`src/rtl/fp16_square_if.sv`:
```
// fp16_square_if -- handshake bundle for the fp16_square block.
//   in_valid  : operand a is valid             (master -> slave)
//   in_ready  : block can accept an operand    (slave  -> master)
//   a         : IEEE 754 half-precision operand (master -> slave)
//   out_valid : result is valid                (slave  -> master)
//   out_ready : consumer accepts the result    (master -> slave)
//   result    : half-precision a*a             (slave  -> master)
interface fp16_square_if;
  logic        in_valid;
  logic        in_ready;
  logic [15:0] a;
  logic        out_valid;
  logic        out_ready;
  logic [15:0] result;

  modport master (
    output in_valid,
    output a,
    output out_ready,
    input  in_ready,
    input  out_valid,
    input  result
  );

  modport slave (
    input  in_valid,
    input  a,
    input  out_ready,
    output in_ready,
    output out_valid,
    output result
  );
endinterface

```
`src/rtl/fp16_square.sv`:
```
// fp16_square -- iterative half-precision squarer (result = a*a, sign always 0).
//   clk   : rising-edge clock
//   rst_n : synchronous active-low reset
//   bus   : fp16_square_if.slave (in_valid/in_ready/a, out_valid/out_ready/result)
// Parameter BITS_PER_CYCLE (1 or 2): multiplier bits retired per CALC cycle.
// Optional feature: define FP16_SQUARE_SUBNORM_EN to produce subnormal results;
// otherwise results whose rounded biased exponent is <= 0 flush to +0.
module fp16_square #(
  parameter int unsigned BITS_PER_CYCLE = 1
) (
  input logic        clk,
  input logic        rst_n,
  fp16_square_if.slave bus
);

  localparam int unsigned NSteps = (11 + BITS_PER_CYCLE - 1) / BITS_PER_CYCLE;
  localparam int unsigned MplW   = NSteps * BITS_PER_CYCLE;

  typedef enum logic [1:0] {IDLE, CALC, NORM, DONE} state_e;

  state_e            r_state;
  logic [21:0]       r_acc;
  logic [21:0]       r_mcand;
  logic [MplW-1:0]   r_mplier;
  logic [3:0]        r_cnt;
  logic [4:0]        r_exp;
  logic              r_in_ready;
  logic              r_out_valid;
  logic [15:0]       r_result;

  logic [21:0]       w_addend;
  logic              w_p21;
  logic [20:0]       w_frac;
  logic signed [7:0] w_exp_pre;
  logic              w_up;
  logic [17:0]       w_em;
  logic signed [7:0] w_exp_rnd;
  logic [15:0]       w_norm_result;
  logic [10:0]       w_sig;
  logic              w_special;

  assign bus.in_ready  = r_in_ready;
  assign bus.out_valid = r_out_valid;
  assign bus.result    = r_result;

  assign w_sig     = {1'b1, bus.a[9:0]};
  assign w_special = (bus.a[14:10] == 5'h1F) || (bus.a[14:10] == 5'h00);

  // Partial products for the multiplier bits retired this cycle.
  always_comb begin
    w_addend = '0;
    for (int j = 0; j < int'(BITS_PER_CYCLE); j++) begin
      if (r_mplier[j]) w_addend = w_addend + (r_mcand << j);
    end
  end

  // Normalise so the leading one sits just above w_frac[20].
  assign w_p21     = r_acc[21];
  assign w_frac    = w_p21 ? r_acc[20:0] : {r_acc[19:0], 1'b0};
  // 2*(e-15) + p21 + 15 == 2e - 15 + p21
  assign w_exp_pre = 8'({2'b00, r_exp, 1'b0}) - 8'sd15 + 8'({7'd0, w_p21});
  assign w_up      = w_frac[10] & ((|w_frac[9:0]) | w_frac[11]);
  // Rounding carry out of the mantissa ripples straight into the exponent.
  assign w_em      = {w_exp_pre, w_frac[20:11]} + {17'd0, w_up};
  assign w_exp_rnd = w_em[17:10];

`ifdef FP16_SQUARE_SUBNORM_EN
  logic [3:0]  w_sh;
  logic [37:0] w_wide;
  logic        w_sub_up;
  logic [15:0] w_sub_result;

  assign w_sh         = 4'(8'sd1 - w_exp_pre);
  assign w_wide       = {1'b1, w_frac, 16'd0} >> w_sh;
  assign w_sub_up     = w_wide[26] & ((|w_wide[25:0]) | w_wide[27]);
  // A carry out of bit 9 lands in the exponent field, giving 16'h0400.
  assign w_sub_result = {6'd0, w_wide[36:27]} + {15'd0, w_sub_up};

  always_comb begin
    w_norm_result = {1'b0, w_exp_rnd[4:0], w_em[9:0]};
    if (w_exp_pre <= 8'sd0)       w_norm_result = w_sub_result;
    else if (w_exp_rnd >= 8'sd31) w_norm_result = 16'h7C00;
  end
`else
  always_comb begin
    w_norm_result = {1'b0, w_exp_rnd[4:0], w_em[9:0]};
    if (w_exp_rnd >= 8'sd31)     w_norm_result = 16'h7C00;
    else if (w_exp_rnd <= 8'sd0) w_norm_result = 16'h0000;
  end
`endif

  always_ff @(posedge clk) begin
    if (!rst_n) begin
      r_state     <= IDLE;
      r_acc       <= '0;
      r_mcand     <= '0;
      r_mplier    <= '0;
      r_cnt       <= '0;
      r_exp       <= '0;
      r_in_ready  <= 1'b1;
      r_out_valid <= 1'b0;
      r_result    <= 16'h0000;
    end else begin
      unique case (r_state)
        IDLE: begin
          if (bus.in_valid) begin
            r_in_ready <= 1'b0;
            if (w_special) begin
              // Zero and subnormal inputs square to +0; NaN/Inf map to fixed codes.
              if (bus.a[14:10] == 5'h1F) begin
                r_result <= (|bus.a[9:0]) ? 16'h7E01 : 16'h7C00;
              end else begin
                r_result <= 16'h0000;
              end
              r_out_valid <= 1'b1;
              r_state     <= DONE;
            end else begin
              r_exp    <= bus.a[14:10];
              r_mcand  <= {11'd0, w_sig};
              r_mplier <= MplW'(w_sig);
              r_acc    <= '0;
              r_cnt    <= '0;
              r_state  <= CALC;
            end
          end
        end
        CALC: begin
          r_acc    <= r_acc + w_addend;
          r_mcand  <= r_mcand << BITS_PER_CYCLE;
          r_mplier <= r_mplier >> BITS_PER_CYCLE;
          r_cnt    <= r_cnt + 4'd1;
          if (r_cnt == 4'(NSteps - 1)) r_state <= NORM;
        end
        NORM: begin
          r_result    <= w_norm_result;
          r_out_valid <= 1'b1;
          r_state     <= DONE;
        end
        DONE: begin
          if (bus.out_ready) begin
            r_out_valid <= 1'b0;
            r_in_ready  <= 1'b1;
            r_state     <= IDLE;
          end
        end
      endcase
    end
  end

endmodule

```
`src/flat_wrapper.sv`:
```
// flat-port wrapper written by rule: the top's interface ports become plain ports
module fp16_square_flat 
#(
  parameter int unsigned BITS_PER_CYCLE = 1
)
  (clk, rst_n, bus_in_valid, bus_a, bus_out_ready, bus_in_ready, bus_out_valid, bus_result);
  fp16_square_if bus_i ();
  input logic clk;
  input logic rst_n;
  input wire logic [$bits(bus_i.in_valid)-1:0] bus_in_valid;
  input wire logic [$bits(bus_i.a)-1:0] bus_a;
  input wire logic [$bits(bus_i.out_ready)-1:0] bus_out_ready;
  output wire logic [$bits(bus_i.in_ready)-1:0] bus_in_ready;
  output wire logic [$bits(bus_i.out_valid)-1:0] bus_out_valid;
  output wire logic [$bits(bus_i.result)-1:0] bus_result;
  assign bus_i.in_valid = bus_in_valid;
  assign bus_i.a = bus_a;
  assign bus_i.out_ready = bus_out_ready;
  assign bus_in_ready = bus_i.in_ready;
  assign bus_out_valid = bus_i.out_valid;
  assign bus_result = bus_i.result;
  fp16_square #(.BITS_PER_CYCLE(BITS_PER_CYCLE)) u_core (.clk(clk), .rst_n(rst_n), .bus(bus_i));
endmodule
```
`config.mk`:
```
export PLATFORM = sky130hd
export DESIGN_NAME = fp16_square_flat
export DESIGN_NICKNAME = d
export VERILOG_FILES = /design/src/rtl/fp16_square_if.sv /design/src/rtl/fp16_square.sv /design/src/flat_wrapper.sv
export SDC_FILE = /design/constraint.sdc
export NUM_CORES = 1
export LEC_CHECK = 0
export CAP_MARGIN = 20
export CORE_MARGIN = 2
export CORE_UTILIZATION = 45
export DETAILED_ROUTE_END_ITERATION = 16
export PLACE_DENSITY_LB_ADDON = 0.3
export SYNTH_ARGS = -nofsm -noshare
export SYNTH_HDL_FRONTEND = slang
export SYNTH_SLANG_ARGS = --single-unit
```
`constraint.sdc`:
```
create_clock -name clk -period 5.3 [get_ports clk]
set_input_delay 1.59 -clock clk [delete_from_list [all_inputs] [get_ports clk]]
set_output_delay 1.59 -clock clk [all_outputs]
set_load 0.02 [all_outputs]
```
# Word level (Yosys, flattened, before mapping)
# Index checks and enable logic that the tools add are counted.
word_totals:
  in_bits: 20
  wordCells: 77
  output_inout_bits: 18
  register_bits: 84
op_classes:
  addsub: 5
  eq_ne: 10
  order_cmp: 2
  n_mux: 33
  n_reduce_logical: 15
  n_bitwise: 3
op_table:
  columns: ["operator", "n"]
  rows:
  - ["22-bit two-way mux", 5]
  - ["22-bit one-hot mux with 2 select lines", 2]
  - ["16-bit two-way mux", 3]
  - ["16-bit one-hot mux with 2 select lines", 1]
  - ["15-bit two-way mux", 2]
  - ["22-bit adder", 1]
  - ["11-bit two-way mux", 2]
  - ["11-bit one-hot mux with 2 select lines", 1]
  - ["21-bit two-way mux", 1]
  - ["10-bit OR reduction", 2]
  - ["18-bit by 1-bit adder with 18-bit output", 1]
  - ["3-bit AND reduction", 5]
  - ["10-bit two-way mux", 1]
  - ["8-bit by 1-bit adder with 8-bit output", 1]
  - ["8-bit by 6-bit greater-or-equal comparator with 1-bit output, second input constant", 1]
  - ["8-bit by 1-bit less-or-equal comparator with 1-bit output, second input constant", 1]
  - ["2-bit two-way mux", 4]
  - ["4-bit two-way mux", 2]
  - ["2-bit one-hot mux with 4 select lines", 1]
  - ["4-bit one-hot mux with 2 select lines", 1]
  - ["6-bit by 4-bit subtractor with 7-bit output, second input constant", 1]
  - ["2-bit != test, second input constant", 3]
  - ["2-bit nonzero test", 3]
  - ["5-bit equality test, second input constant", 1]
  - ["16 further kinds", 22]

# Depth between registers and ports, before layout
# Gate-level depths: netlist of the first run.
depth:
  depth_word: 9
  depth_mapped: 14

# Worst setup path before layout of the first run
# OpenSTA, ideal clock, no wires.
synth_timing:
  path_kind: "input to register"
  start: "input bus_a[12]"
  end: "register u_core.r_cnt[1]"
  t_arrival_ps: 3189
  cell_stages: 11
  required_ps: 5230
  path_slack_ps: 2041
  setup_ps: 70
  path_cell_list: "and3_1 nand3_1 nand2_1 a21oi_1 nand2_1 o21a_1 clkbuf_1 clkbuf_1 buf_1 nand2_1 a21oi_1"
synth_between:
  elab_chain_cells: 4
  word_cells_on_any_way: 5
synth_rtl:
  columns: ["element", "line", "source"]
  rows:
  - ["from (decl)", "flat_wrapper.sv:11", "input wire logic [$bits(bus_i.a)-1:0] bus_a;"]
  - ["5-bit equality test or 5-bit zero test (tied branches)", "fp16_square.sv:47", "assign w_special = (bus.a[14:10] == 5'h1F) || (bus.a[14:10] == 5'h00);"]
  - ["1-bit logical OR *", "fp16_square.sv:47", null]
  - ["2-bit != test (no line) *", null, null]
  - ["3-bit AND reduction (no line) *", null, null]
  - ["to (signal assigned)", "fp16_square.sv:131", "r_cnt <= r_cnt + 4'd1;"]
  - ["to (decl)", "fp16_square.sv:25", "logic [3:0] r_cnt;"]
# Mark *: on every way between the ends. The rest lies on a longest branch, timed or not.
# A chain may end at the register's enable or synchronous reset.

# Worst setup path in the final report of the first run
layout_timing:
  start: "input bus_a[12]"
  end: "register u_core.r_acc[13]"
layout_between:
  elab_chain_cells: 4
  word_cells_on_any_way: 5
layout_rtl:
  columns: ["element", "line", "source"]
  rows:
  - ["5-bit equality test or 5-bit zero test (tied branches)", "fp16_square.sv:47", null]
  - ["1-bit logical OR *", "fp16_square.sv:47", null]
  - ["2-bit != test (no line) *", null, null]
  - ["3-bit AND reduction (no line) *", null, null]
  - ["to (signal assigned)", "fp16_square.sv:128", "r_acc <= r_acc + w_addend;"]
  - ["to (decl)", "fp16_square.sv:22", "logic [21:0] r_acc;"]
# Marks and branches as above.

==> flow_summary.yaml, run 1 <==
synthesis:
  synth_fp_nets: 721
  synth_ff_type: "dfxtp_1"
  syn-cell-area_um2: 5200
  async_reset_ff_share_pct: 0
  syn_avg_cell_area_um2: 7.78
  seq_area_frac_synth_pct: 32.0
  synth-seq-cells: 83
  synth_edf_count: 0
  netlist.area_leader.share_pct: 32.0
  synth_top_cell_by_area: "dfxtp_1"
  synth_cell_types: 64
  synthCells: 668
  yosys_warnings: 0
  yosys-top-cells-area: "dfxtp_1 32%, ha_1 7.7%, nand2_1 7.1%, a21oi_1 6.9%, o21ai_0 4.5%"
critical_path:
  cp_data_arrival_time_ns: 4.29
  path_max_fanout: 34
  end_kind: "register"
  cpMaxStageDelayCell: "nor2_1"
  critPathRequiredTime_ns: 5.58
  critPathMaxStageDelay_ns: 0.66
  path_class: "input pin to register"
  crit_chain: "clkdlybuf4s50_1 -> and3_1 -> nand3_1 -> nand2_1 -> a21oi_1 -> nand2_1 -> o21a_2 -> nor2_1 -> a22oi_1 -> nor2_1"
  critPathLaunchType: "input pin"
sta:
  setup_viol: 0
  max_slew_margin_pct: 29.5
  min_period_ns: 4.01
  finalHoldViolCount: 0
  setup-tns-final_ns: 0
  worst_slew_pin_slew_ns: 1.06
  rsz0062_at_grt: "false"
  fin_skew_ns: 0.00752
  slew_violations: 0
  fmax_mhz: 250
  fin_crit_sh_pct: 75.6
global_routing:
  antenna_found_initial: 0
  grt_overflow: 0
  grt_max_degree: 35
  grt_first_pass_wirelength_um: 21300
  grt_pass1_vias: 4586
  grt_usage_pct: 20.7
clock_tree:
  clockBufferDepth: 2
  clk-insertion-delay-late_ns: 0.34
  clkTransAtPathRegs_ns: 0.06
  cts.sinks: 83
  htreeDepth: 3
  postCtsSetupBuffers: 0
  post_cts_resized: 0
  tritoncts.num_buffers: 9
  cts_tree: "built"
  cts_hold_buf: 0
  cts_root_buf: "clkbuf_16"
floorplan:
  fp.dieArea_um2: 12400
  die_y_um: 111
  core_um2: 11300
  rows: 39
  die_w_um: 111
  initial_utilization_pct: 45.9
  ios: 38
worst_hold_path:
  min-delay-path-class: "register to register"
detailed_routing:
  via_per_inst: 5.73
  drc: 0
  wl_per_cell_um: 15.2
  finalWirelength_um: 12600
  initialDrtViolationCount: 310
  vias: 4746
  drt-pass1-iter-count: 5
  antenna_left: 0
layout:
  nNetsFinal: 733
  diodes: 0
  n_fill_cell: 1049
  areaGrowthSynthToFinish_pct: 14.1
  fin_cells: 828
  drive_above_1_share_pct: 5.84
placed_design:
  dp_hpwl_um: 8990
  io_buffer_count: 35
  dp.cells: 812
  gp_congestion: 0.863
status:
  status: "finished clean"
run:
  cap_violations: 0
power_and_ir_drop:
  power.density_nw_per_um2: 369
  p_leak_nw: 2.37
  vdd_drop_max_uv: 327
state kept, by name, indices dropped and copies added (netlist names):
signal                flops
u_core.r_acc             22
u_core.bus.result        15
u_core.r_exp              5
u_core.r_state            2
u_core.r_cnt              4
u_core.r_mcand           22
u_core.r_mplier          11
u_core.bus.in_ready       1
u_core.bus.out_valid      1
critical path, delay by kind of cell:
| kind | cells | cell delay [ns] |
|---|---|---|
| compound gates | 3 | 0.86 |
| buf+inv | 1 | 0.44 |
| simple gates | 6 | 1.39 |
cells in the final DEF, fill, tap and decap left out, types with 6 or more instances in the layout:
master           instances
a211oi_1                 7
nor4_1                   8
ha_1                    32
xnor2_1                 17
a21o_1                  16
and2_1                  24
a31oi_1                 10
inv_1                   15
a22oi_1                  8
or3_1                    8
dfxtp_1                 83
clkdlybuf4s50_1         35
nand2_1                 98
xor2_1                  12
nand3_1                 32
nor3_1                  12
clkbuf_16                9
nand4_1                  6
a21oi_1                 72
nor2_1                  39
o21ai_0                 47
power breakdown:
group          internal [mW]  switching, mW
Sequential             0.729         0.0971
Clock                  0.425          0.257
Combinational          0.218          0.462
Yosys cell counts (4+ instances only):
cell type and n:
mux2i_1 5, a32o_1 5, clkbuf_1 33, xnor2_1 17, nor4_1 8, nor2_1 39
nand4_1 6, mux2_2 4, nand2_1 98, nand2b_1 4, nor3_1 12, o21ai_0 47
a21o_1 16, inv_1 15, ha_1 32, nand3_1 32, a21oi_1 72, dfxtp_1 83
xor2_1 12, or3_1 8, or2_2 4, a211oi_1 7, and3_1 5, a22oi_1 8
and2_1 24, a31oi_1 10
cell families (layout without fill, tap and decap cells):
group	count (synthesis)	in the layout	share of synthesized area, %
other cells	1	1	0.0722
xor+xnor	29	29	4.89
buf+inv	55	72	4.33
compound gates	201	201	23.9
mux	12	12	2.70
fa+ha+maj	33	33	8.09
simple gates	254	254	24.0
flops	83	83	32.0
through the flow:
| stage | power (mW) | hold WS (ns) | setup WS, ns | area (um^2) | util (%) |
|---|---|---|---|---|---|
| floorplan | 1.31 | 0.428 | 2.04 | 5200 | - |
| global placement | 1.49 | 0.436 | 0.975 | 5600 | 49.5 |
| detailed placement | 1.51 | 0.445 | 0.942 | 5600 | 49.5 |
| CTS | 2.19 | 0.456 | 1.30 | 5930 | 52.4 |
| global route | 2.32 | 0.466 | 0.991 | 5930 | 52.4 |
| finish | 2.19 | 0.451 | 1.29 | 5930 | 52.4 |
metal layers:
metal / global-route usage (%) / vias up / part of all wire, %
li1: - / 2409 / -
met1: 25.7 / 2223 / 46
met2: 35.3 / 93 / 47
met3: 5.66 / 21 / 4.9
met4: 6.17 / 0 / 2.1
met5: 0 / - / 0
layout make-up:
| type | instances | area (um^2) | area share [%] |
|---|---|---|---|
| Multi-Input combinational cell | 530 | 3320 | 55.9 |
| Sequential cell | 83 | 1660 | 28.0 |
| Timing Repair Buffer | 40 | 388 | 6.54 |
| Clock buffer | 10 | 239 | 4.03 |
| Tap cell | 143 | 179 | 3.02 |
| Clock inverter | 6 | 88.8 | 1.50 |
| Inverter | 16 | 60.1 | 1.01 |
path summary, 6_finish.rpt:
kind	start	endpoint	slack, ns	cells past startpoint
setup / recovery	bus_a[12]	u_core.r_acc[13]$_SDFFE_PN0P_	1.29	10
hold / removal	u_core.r_mplier[4]$_SDFFE_PN0P_	u_core.r_mplier[4]$_SDFFE_PN0P_	0.45	2
hold reg to reg	u_core.r_mplier[4]$_SDFFE_PN0P_	u_core.r_mplier[4]$_SDFFE_PN0P_	0.45	2
setup reg to reg	u_core.r_acc[21]$_SDFFE_PN0P_	u_core.bus.result[2]$_SDFFE_PN0P_	1.48	9
Power figures use the tool's default switching activity.
==> inputs of run 2 (changes only) <==
==> constraint.sdc (replaced) <==
create_clock -name clk -period 4 [get_ports clk]
set_input_delay 1.2 -clock clk [delete_from_list [all_inputs] [get_ports clk]]
set_output_delay 1.2 -clock clk [all_outputs]
set_load 0.02 [all_outputs]
==> flow_summary.yaml, run 2 (synthesis results as in run 1) <==
layout:
  multi_input_area_um2: 3320
  areaGrowthSynthToFinish_pct: 15.0
  nNetsFinal: 744
  stdcell_area_um2: 5980
  drive_above_1_share_pct: 7.33
  n_fill_cell: 1077
  mostFrequentLayoutCells: "98 x nand2_1, 83 x dfxtp_1, 72 x a21oi_1"
  fin_cells: 839
  ff_latch_area_um2: 1660
  diodes: 0
  mostFrequentLayoutCell: "nand2_1"
detailed_routing:
  drc: 0
  via_per_inst: 5.70
  antenna_left: 0
  initialDrtViolationCount: 274
  wl_per_cell_um: 15.1
  drt-pass1-iter-count: 4
  finalWirelength_um: 12700
  vias: 4785
floorplan:
  fp.dieArea_um2: 12400
  die_y_um: 111
  initial_utilization_pct: 45.9
  ios: 38
  rows: 39
  die_w_um: 111
  core_um2: 11300
sta:
  fin_crit_sh_pct: 88.4
  fmax_mhz: 283
  finalHoldViolCount: 0
  setup_viol: 0
  setup-tns-final_ns: 0
  slew_violations: 0
  worst_slew_pin_slew_ns: 0.767
  rsz0062_at_grt: "false"
  whs_ns: 0.442
  max_slew_margin_pct: 48.2
  min_period_ns: 3.54
  fin_skew_ns: 0.00887
power_and_ir_drop:
  power.density_nw_per_um2: 473
  vdd_drop_max_uv: 308
  p_leak_nw: 2.41
  power_mw: 2.83
clock_tree:
  postCtsSetupBuffers: 0
  cts_hold_buf: 0
  tritoncts.num_buffers: 9
  post_cts_resized: 0
  clockBufferDepth: 2
  cts_root_buf: "clkbuf_16"
  cts_tree: "built"
  clkTransAtPathRegs_ns: 0.07
  htreeDepth: 3
  clk-insertion-delay-late_ns: 0.34
  cts.sinks: 83
global_routing:
  grt_pass1_vias: 4563
  grt_usage_pct: 20.4
  antenna_found_initial: 0
  grt_first_pass_wirelength_um: 21300
  grt_overflow: 0
  grt_max_degree: 28
critical_path:
  cp_data_arrival_time_ns: 3.80
  path_class: "register to register"
  critPathRequiredTime_ns: 4.26
  critPathLaunchType: "register"
  end_kind: "register"
  path_max_fanout: 16
status:
  status: "finished clean"
placed_design:
  dp.cells: 823
  io_buffer_count: 35
  gp_congestion: 0.874
  place_area_um2: 5690
  dp_hpwl_um: 9310
worst_hold_path:
  min-delay-path-class: "register to register"
run:
  cap_violations: 0
## run 2: cell count changes in the layout (fill, tap and decap cells not counted), sizes merged
cell      previous run  this run
clkinvlp             2         0
clkinv               3         2
inv                 15        20
bufinv               2         0
buf                  5        16
## run 2: report_power, final
| part | internal [mW] | switching, mW |
|---|---|---|
| clock | 0.450 | 0.359 |
| sequential | 0.965 | 0.111 |
| combinational | 0.318 | 0.623 |
## run 2: layer usage
| metal | wire, um | up-vias | track usage, % |
|---|---|---|---|
| met3 | 548 | 12 | 3.97 |
| met1 | 5790 | 2240 | 26.1 |
| met4 | 153 | 0 | 6.09 |
| li1 | - | 2449 | - |
| met2 | 6160 | 84 | 35.0 |
| met5 | 0 | - | 0 |
## run 2: path summary, 6_finish.rpt
path                                      from                                 to  slack, ns  depth (start not counted)
max            u_core.r_mplier[0]$_SDFFE_PN0P_      u_core.r_acc[21]$_SDFFE_PN0P_       0.46                         12
min reg2reg  u_core.bus.result[8]$_SDFFE_PN0P_  u_core.bus.result[8]$_SDFFE_PN0P_       0.44                          2
max reg2reg    u_core.r_mplier[0]$_SDFFE_PN0P_      u_core.r_acc[21]$_SDFFE_PN0P_       0.46                         12
min          u_core.bus.result[8]$_SDFFE_PN0P_  u_core.bus.result[8]$_SDFFE_PN0P_       0.44                          2
## run 2: final cells by class
class,count,area share (%)
well taps,143,2.99
multi-input cells,530,55.5
clock buffers,10,4.00
repair buffers,51,7.87
inverters,16,1.00
clock inverters,6,0.879
flip-flops and latches,83,27.8
## run 2: per-stage QoR
stage          util (%)  setup WS (ns)
6_report           52.8          0.464
5_1_grt            52.8          0.180
4_1_cts            52.8          0.483
3_5_place_dp       50.2          0.342
3_3_place_gp       50.2          0.410
2_1_floorplan         -          0.862
## run 2: worst max-delay path, cell delays in order (launching register included)
cell and delay, ns:
dfxtp_1 0.65, buf_4 0.24, and2_1 0.14, ha_1 0.30, a21oi_1 0.17, nand2_1 0.06, a221oi_1 0.35, o21ai_0 0.20
o41ai_1 0.44, o21ai_0 0.20, xor2_1 0.20, or3_1 0.32, a31oi_1 0.18
==> RTL edit (settings of run 2) <==
Build with the macro `FP16_SQUARE_SUBNORM_EN` defined.
--- a/src/rtl/fp16_square.sv
+++ b/src/rtl/fp16_square.sv
@@ -5,6 +5,8 @@
 // Parameter BITS_PER_CYCLE (1 or 2): multiplier bits retired per CALC cycle.
 // Optional feature: define FP16_SQUARE_SUBNORM_EN to produce subnormal results;
 // otherwise results whose rounded biased exponent is <= 0 flush to +0.
+`define FP16_SQUARE_SUBNORM_EN
+
 module fp16_square #(
   parameter int unsigned BITS_PER_CYCLE = 1
 ) (
Function: same outputs for any inputs over 10 cycles, from zero or initial values and one cycle with rst_n low; that may be too few to reach the edited logic, so the function may still have changed.
==> RTL edit against run 2 <==
- setup slack worse by 0.064 ns
- synthesized area increased by 22%
- design area is 19% higher
- largest power group is now combinational cells
- total power increased by 15%
- sequential share of layout area decreased by 4.4 points
- first-iteration DRC count rose by 62%
- sequential cell count is the same
- wire length rose by 19%
- largest cell class unchanged
==> RTL edit: results (changes against run 2) <==
stage;metric;value;unit;change
outcome;status;completed;;
place;dp_slack;0.333;ns;-0.00881 ns
critical_path;slowest_stage;dfxtp_2;;
timing;worstMarginPinSlew;0.567;ns;-0.200 ns
power_and_ir_drop;vdd_ir_drop_max;316;uV;+2.6%
grt;grt_pass1_wl;25300;um;+19%
yosys;synth_nets;870;;+21%
grt;grt_max_degree;47;;+68%
grt;grt_pass1_vias;5248;;+15%
detailed_routing;wirelength;15000;um;+19%
place;placed_cells;994;;+21%
critical_path;cp_data_arrival_time;3.84;ns;+0.04 ns
place;gp_congestion;0.916;;+4.8%
critical_path;max_stage_delay;0.48;ns;-0.17 ns
critical_path;reg2regPathDepth;16;;+4
critical_path;critPathMaxFanout;13;;-3
detailed_routing;vias;5771;;+21%
yosys;syn_avg_cell_area;7.79;um2;+0.12%
layout;fin_cells;1011;;+21%
place;placed_area;6800;um2;+20%
grt;track_usage;20.9;%;+0.49 points
place;dpl.hpwl;11100;um;+19%
yosys;ys_seq_area_share;26.2;%;-5.7 points
layout;layout.nets;883;;+19%
yosys;ys_top_cells_by_count;nand2_1 (91), dfxtp_1 (83), nor2_1 (58), o21ai_0 (58), ha_1 (36);;
yosys;synth_cell_types;82;;+28%
-- RTL edit: worst paths after layout --
check,start,endpoint,slack [ns]
min,u_core.bus.result[3],u_core.bus.result[3],0.44
max reg2reg,u_core.r_acc[21],u_core.bus.result[4],0.40
min reg2reg,u_core.bus.result[3],u_core.bus.result[3],0.44
max,u_core.r_acc[21],u_core.bus.result[4],0.40
-- RTL edit: worst min-delay path, cell delays in order (launching register included) --
cell and delay (ns):
dfxtp_1 0.31, nand2_1 0.05, nand2_1 0.04
-- RTL edit: power by group --
| part | leakage (nW) | switching, mW | internal [mW] | total [mW] |
|---|---|---|---|---|
| logic | 1.95 | 0.823 | 0.538 | 1.36 |
| clock network | 0.135 | 0.361 | 0.442 | 0.803 |
| registers | 0.676 | 0.109 | 0.982 | 1.09 |
-- RTL edit: area by class of cell --
cell class	count	area share [%]
multi-input cells	660	61.6
flip-flops and latches	83	23.4
repair buffers	53	6.77
clock buffers	10	3.37
well taps	180	3.17
inverters	19	1.00
clock inverters	6	0.652
-- RTL edit: what timing repair did --
action | CTS | global route
endpoints found under the setup margin | 0 | 1
hold endpoints to repair | 0 | 0
resized for setup | 0 | 1
buffers inserted | 0 | 1
-- RTL edit: metal layers --
layer / global-route usage, % / routed length, um
met3: 4.60 / 564
met1: 28.1 / 7310
met4: 6.39 / 278
met5: 0 / 0
met2: 33.3 / 6870
-- RTL edit: cells by family (layout without fill, tap and decap cells) --
logic type,after synthesis,in the layout,synth area share [%]
AOI/OAI and AO/OA,230,230,24.9
xor gates and xnor gates,37,37,5.47
adders and majority gates,37,37,7.43
buffers and inverters,70,88,4.84
DFF,83,83,26.2
muxes,21,21,3.60
other,1,1,0.0592
and+or+nand+nor,334,334,27.5
